## src/rtl/mem_port_arbiter.sv

```systemverilog
// Round-robin arbiter sharing one single-port memory between two requesters.
// Define MEM_ARB_FIXED_PRIORITY_EN to make requester 0 win every tie.
module mem_port_arbiter #(
    parameter int DATA_W       = 16,
    parameter int ADDR_W       = 16,
    parameter int READ_LATENCY = 1
) (
    input  logic              clk,
    input  logic              reset,
    input  logic              r0_req,
    input  logic              r0_we,
    input  logic [ADDR_W-1:0] r0_addr,
    input  logic [DATA_W-1:0] r0_wdata,
    output logic              r0_gnt,
    output logic              r0_rvalid,
    output logic [DATA_W-1:0] r0_rdata,
    input  logic              r1_req,
    input  logic              r1_we,
    input  logic [ADDR_W-1:0] r1_addr,
    input  logic [DATA_W-1:0] r1_wdata,
    output logic              r1_gnt,
    output logic              r1_rvalid,
    output logic [DATA_W-1:0] r1_rdata,
    output logic              mem_we,
    output logic [ADDR_W-1:0] mem_addr,
    output logic [DATA_W-1:0] mem_wdata,
    input  logic [DATA_W-1:0] mem_rdata,
    output logic              busy
);
    typedef enum logic [1:0] {IDLE, ISSUE, WAIT, RESP} state_t;

    localparam logic [3:0] LAT_M1 = 4'(READ_LATENCY - 1);

    state_t            r_state;
    logic              r_last;
    logic              r_we;
    logic [3:0]        r_cnt;
    logic              r_gnt0, r_gnt1;
    logic              r_rv0, r_rv1;
    logic              r_mem_we;
    logic [ADDR_W-1:0] r_mem_addr;
    logic [DATA_W-1:0] r_mem_wdata;

    logic              w_any;
    logic              w_win;
    logic              w_win_we;

    always_comb begin
        w_any = r0_req | r1_req;
`ifdef MEM_ARB_FIXED_PRIORITY_EN
        w_win = !r0_req;
`else
        w_win = (r0_req && r1_req) ? ~r_last : r1_req;
`endif
        w_win_we = w_win ? r1_we : r0_we;
    end

    // r_last doubles as the owner of the transaction in flight.
    always_ff @(posedge clk) begin
        if (reset) begin
            r_state     <= IDLE;
            r_last      <= 1'b1;
            r_we        <= 1'b0;
            r_cnt       <= '0;
            r_gnt0      <= 1'b0;
            r_gnt1      <= 1'b0;
            r_rv0       <= 1'b0;
            r_rv1       <= 1'b0;
            r_mem_we    <= 1'b0;
            r_mem_addr  <= '0;
            r_mem_wdata <= '0;
        end else begin
            r_gnt0   <= 1'b0;
            r_gnt1   <= 1'b0;
            r_rv0    <= 1'b0;
            r_rv1    <= 1'b0;
            r_mem_we <= 1'b0;
            case (r_state)
                IDLE: begin
                    if (w_any) begin
                        r_last      <= w_win;
                        r_gnt0      <= !w_win;
                        r_gnt1      <= w_win;
                        r_we        <= w_win_we;
                        r_mem_we    <= w_win_we;
                        r_mem_addr  <= w_win ? r1_addr : r0_addr;
                        r_mem_wdata <= w_win ? r1_wdata : r0_wdata;
                        r_state     <= ISSUE;
                    end
                end
                ISSUE: begin
                    if (r_we) begin
                        r_state <= IDLE;
                    end else if (READ_LATENCY == 1) begin
                        r_rv0   <= !r_last;
                        r_rv1   <= r_last;
                        r_state <= RESP;
                    end else begin
                        r_cnt   <= 4'd1;
                        r_state <= WAIT;
                    end
                end
                WAIT: begin
                    if (r_cnt == LAT_M1) begin
                        r_rv0   <= !r_last;
                        r_rv1   <= r_last;
                        r_state <= RESP;
                    end else begin
                        r_cnt <= r_cnt + 4'd1;
                    end
                end
                RESP:    r_state <= IDLE;
                default: r_state <= IDLE;
            endcase
        end
    end

    assign r0_gnt    = r_gnt0;
    assign r1_gnt    = r_gnt1;
    assign r0_rvalid = r_rv0;
    assign r1_rvalid = r_rv1;
    assign r0_rdata  = mem_rdata;
    assign r1_rdata  = mem_rdata;
    assign mem_we    = r_mem_we;
    assign mem_addr  = r_mem_addr;
    assign mem_wdata = r_mem_wdata;
    assign busy      = (r_state != IDLE);

endmodule
```

## config.mk

```make
export PLATFORM = sky130hd
export DESIGN_NAME = mem_port_arbiter
export DESIGN_NICKNAME = d
export VERILOG_FILES = /design/src/rtl/mem_port_arbiter.sv
export SDC_FILE = /design/constraint.sdc
export NUM_CORES = 1
export LEC_CHECK = 0
export BUFFER_PORTS_ARGS = -buffer_cell sky130_fd_sc_hd__buf_2
export CORE_ASPECT_RATIO = 1.1
export CORE_MARGIN = 4
export CORE_UTILIZATION = 44
export CTS_BUF_LIST = sky130_fd_sc_hd__clkbuf_8 sky130_fd_sc_hd__clkbuf_16
export CTS_CLUSTER_SIZE = 12
export DETAILED_ROUTE_END_ITERATION = 8
export PLACE_DENSITY = 0.86
export SETUP_SLACK_MARGIN = 0.05
export SYNTH_ARGS = -nofsm -noshare
export SYNTH_HDL_FRONTEND = slang
export SYNTH_SLANG_ARGS = --single-unit
export TNS_END_PERCENT = 5
```

## constraint.sdc

```tcl
create_clock -name clk -period 5.1 [get_ports clk]
set_input_delay 0.765 -clock clk [delete_from_list [all_inputs] [get_ports clk]]
set_output_delay 0.765 -clock clk [all_outputs]
set_load 0.01 [all_outputs]
```

==> results by group <==
Run status
  – Outcome: completed

Routing
  – Via count: 1837
  – Total detailed-routing wirelength: 5.53 mm
  – Number of iterations in the first detailed-routing pass: 4
  – Detailed-route vias per instance: 5.52
  – DR iter-0 viols: 57
  – Post-DR wirelength/cell: 16.6 µm
  – Total DRC errors in the routed layout: 0
  – Routed Antenna Nets: 0

Timing
  – Time the final worst path needs with I/O delays and setup: 2.34 ns
  – Tightest Pin Transition: 1.18 ns
  – Setup repair after global routing missed its margin: no
  – Worst hold slack: 0.513 ns
  – Final WS setup: 2.76 ns
  – Period utilisation layout: 45.9%
  – Fin Setup TNS: 0 ns
  – Final hold violation count: 0
  – Worst-case clock skew: 0.00274 ns
  – Rel. slew slack: 21.4%
  – Total of endpoints with negative setup slack in the final report: 0
  – F_max: 427 MHz
  – Final Slew Violations: 0

Floorplanning
  – Horizontal extent of the die: 74.8 µm
  – Initial standard-cell utilization of the core: 46.0%
  – Height of the die: 81.4 µm
  – I/O pin total: 156
  – Die area: 6090 µm²
  – Core region area: 4680 µm²
  – Placement Rows: 26

Global routing
  – Global-route wire length before repair: 8.42 mm
  – Number of global-route vias before repair: 1878
  – Pin count of the biggest net entering global routing: 42
  – GR met3 Demand/Resource: 3.92%
  – Remaining global-route overflow: 0
  – Number of antenna violations at the first check in global routing: 0
  – Busiest grt layer: met2
  – Aggregate global-route resource usage: 17.8%
  – Met2 Resource Use GR: 31.5%
  – Met1 track utilization from global routing: 19.6%

Clocking
  – CTS buffer count: 5
  – Reg clk slew, reported paths: 0.08 ns
  – Clock Tree Buf Depth: 2
  – Hold_buf cts: 0
  – Cts repair resizes: 0
  – Maximum level of the CTS H-tree: 2
  – Clk Latency, worst-skew pair: 0.29 ns
  – Clock tree from TritonCTS: built
  – Clock net sink count: 45
  – Root Driver: sky130_fd_sc_hd__clkbuf_8
  – Post CTS Setup Buffer Count: 0

Synth
  – Seq/Total Area, Yosys: 41.8%
  – Synthesis warning total: 0
  – Syn_nets: 301
  – Commonest cells in the netlist: 45 x sky130_fd_sc_hd__dfxtp_1, 33 x sky130_fd_sc_hd__a221o_1, 33 x sky130_fd_sc_hd__nor3b_1
  – Number of enable flip-flop cells after synthesis: 0
  – Cell taking the most area after synthesis: sky130_fd_sc_hd__dfxtp_1
  – Cells after Synth: 209
  – Synth top area share: 41.8%
  – Total of flip-flops plus latches after synthesis: 45
  – Netlist cell types: 30
  – Dominant cell by count in the synthesized netlist: sky130_fd_sc_hd__dfxtp_1
  – Cell types occupying the most area after synthesis: sky130_fd_sc_hd__dfxtp_1 42%, sky130_fd_sc_hd__a221o_1 15%, sky130_fd_sc_hd__nor3b_1 11%
  – Most used flip-flop cell after synthesis: sky130_fd_sc_hd__dfxtp_1
  – Mean cell area of the mapped netlist: 10.3 µm²
  – Fraction of synthesis flops using an asynchronous set or reset pin: 0%
  – Netlist area before placement: 2160 µm²

Run
  – Maxcap violations: 0

Power
  – Reported leakage power: 1.21 nW
  – Power density cells: 351 nW/µm²
  – IR Drop Worst-Case VDD: 136 µV

Setup path
  – Path type of the worst setup path: in -> reg
  – Type of element launching the critical path: input pin
  – Depth of the worst register-to-register path: 5
  – WP data required: 5.27 ns
  – Signal arrival time at the worst endpoint: 2.51 ns
  – Setup crit end kind: flop
  – CP Max Fanout: 41

Final layout
  – Area Growth Syn to Fin: 17.0%
  – Share of layout cells above drive strength 1: 41.5%
  – Final net count: 369
  – Antenna diode instance count: 0

Place
  – Final HPWL DP: 4.03 mm
  – Port Buffer Count: 107
  – Post-placement worst setup slack: 2.47 ns
  – Gpl congestion: 0.726

Min path
  – Worst hold path class: reg -> reg
  – Cell count of the worst hold path: 2
==> placed cells by master, fill, tap and decap left out, types with 3 or more instances in the layout <==
master and instances:
sky130_fd_sc_hd__buf_2 107, sky130_fd_sc_hd__clkbuf_8 6, sky130_fd_sc_hd__inv_1 9, sky130_fd_sc_hd__nor3_1 3
sky130_fd_sc_hd__a221o_1 33, sky130_fd_sc_hd__a21oi_1 3, sky130_fd_sc_hd__nand2_1 4, sky130_fd_sc_hd__dfxtp_1 45
sky130_fd_sc_hd__nor3b_1 33, sky130_fd_sc_hd__ha_1 6, sky130_fd_sc_hd__o21ai_0 3
==> logic make-up (layout without fill, tap and decap cells) <==
kind of cell	after synthesis	in the layout	synth area share, %
and+or+nand+nor	55	55	17.6
adders and majority gates	6	6	3.48
DFF	45	45	41.8
buffers and inverters	56	124	17.2
AOI/OAI and AO/OA	43	43	18.3
xor gates and xnor gates	2	2	0.812
muxes	2	2	0.928
==> area by class of cell <==
type,instances,area (µm²)
clock inverter,1,3.75
multi-input combinational,108,886
fill,438,2160
sequential,45,901
timing repair buffer,109,551
tap,56,70.1
inverter,8,30.0
clock buffer,6,82.6
==> metal layers <==
layer / up-vias / wire (µm)
met3: 24 / 365
met5: - / 0
li1: 877 / -
met2: 56 / 2980
met4: 0 / 163
met1: 880 / 2020
==> worst paths after layout <==
kind	slack (ns)	from	endpoint
max	2.76	reset	mem_wdata[15]$_SDFFE_PP0P_
min	0.51	r_state[1]$_SDFFE_PP0P_	r_state[1]$_SDFFE_PP0P_
max reg2reg	2.93	r_state[0]$_SDFFE_PP0P_	mem_wdata[15]$_SDFFE_PP0P_
min reg2reg	0.51	r_state[1]$_SDFFE_PP0P_	r_state[1]$_SDFFE_PP0P_
==> worst max-delay path, stage by stage <==
cell	delay, ns
sky130_fd_sc_hd__buf_2	0.58
sky130_fd_sc_hd__nor2b_1	0.12
sky130_fd_sc_hd__and3_1	0.36
sky130_fd_sc_hd__buf_4	0.29
sky130_fd_sc_hd__a221o_1	0.38
==> where the power goes <==
part / switching (W) / leakage [nW] / total (W) / internal (W)
Sequential: 0.0000258 / 0.370 / 0.000428 / 0.000402
Combinational: 0.000125 / 0.788 / 0.000240 / 0.000115
Clock: 0.000114 / 0.0485 / 0.000220 / 0.000106
Total: 0.000264 / 1.21 / 0.000887 / 0.000622
==> registers in the layout, summed over array words and instances (netlist names) <==
name       count
mem_addr      16
mem_wdata     16
r_cnt          4
r_state        2
mem_we         1
r0_gnt         1
r0_rvalid      1
r1_gnt         1
r1_rvalid      1
r_last         1
r_we           1
==> metrics by stage <==
stage	std cells	instance area, µm²	util [%]	power [W]
finish	333	2520	53.9	0.000887
global route	333	2520	53.9	0.000938
CTS	333	2520	53.9	0.000896
detailed placement	326	2440	52.0	0.000677
global placement	326	2440	52.0	0.000670
floorplan	209	2160	-	0.000610
No activity file was read; power rests on OpenSTA's default activity.
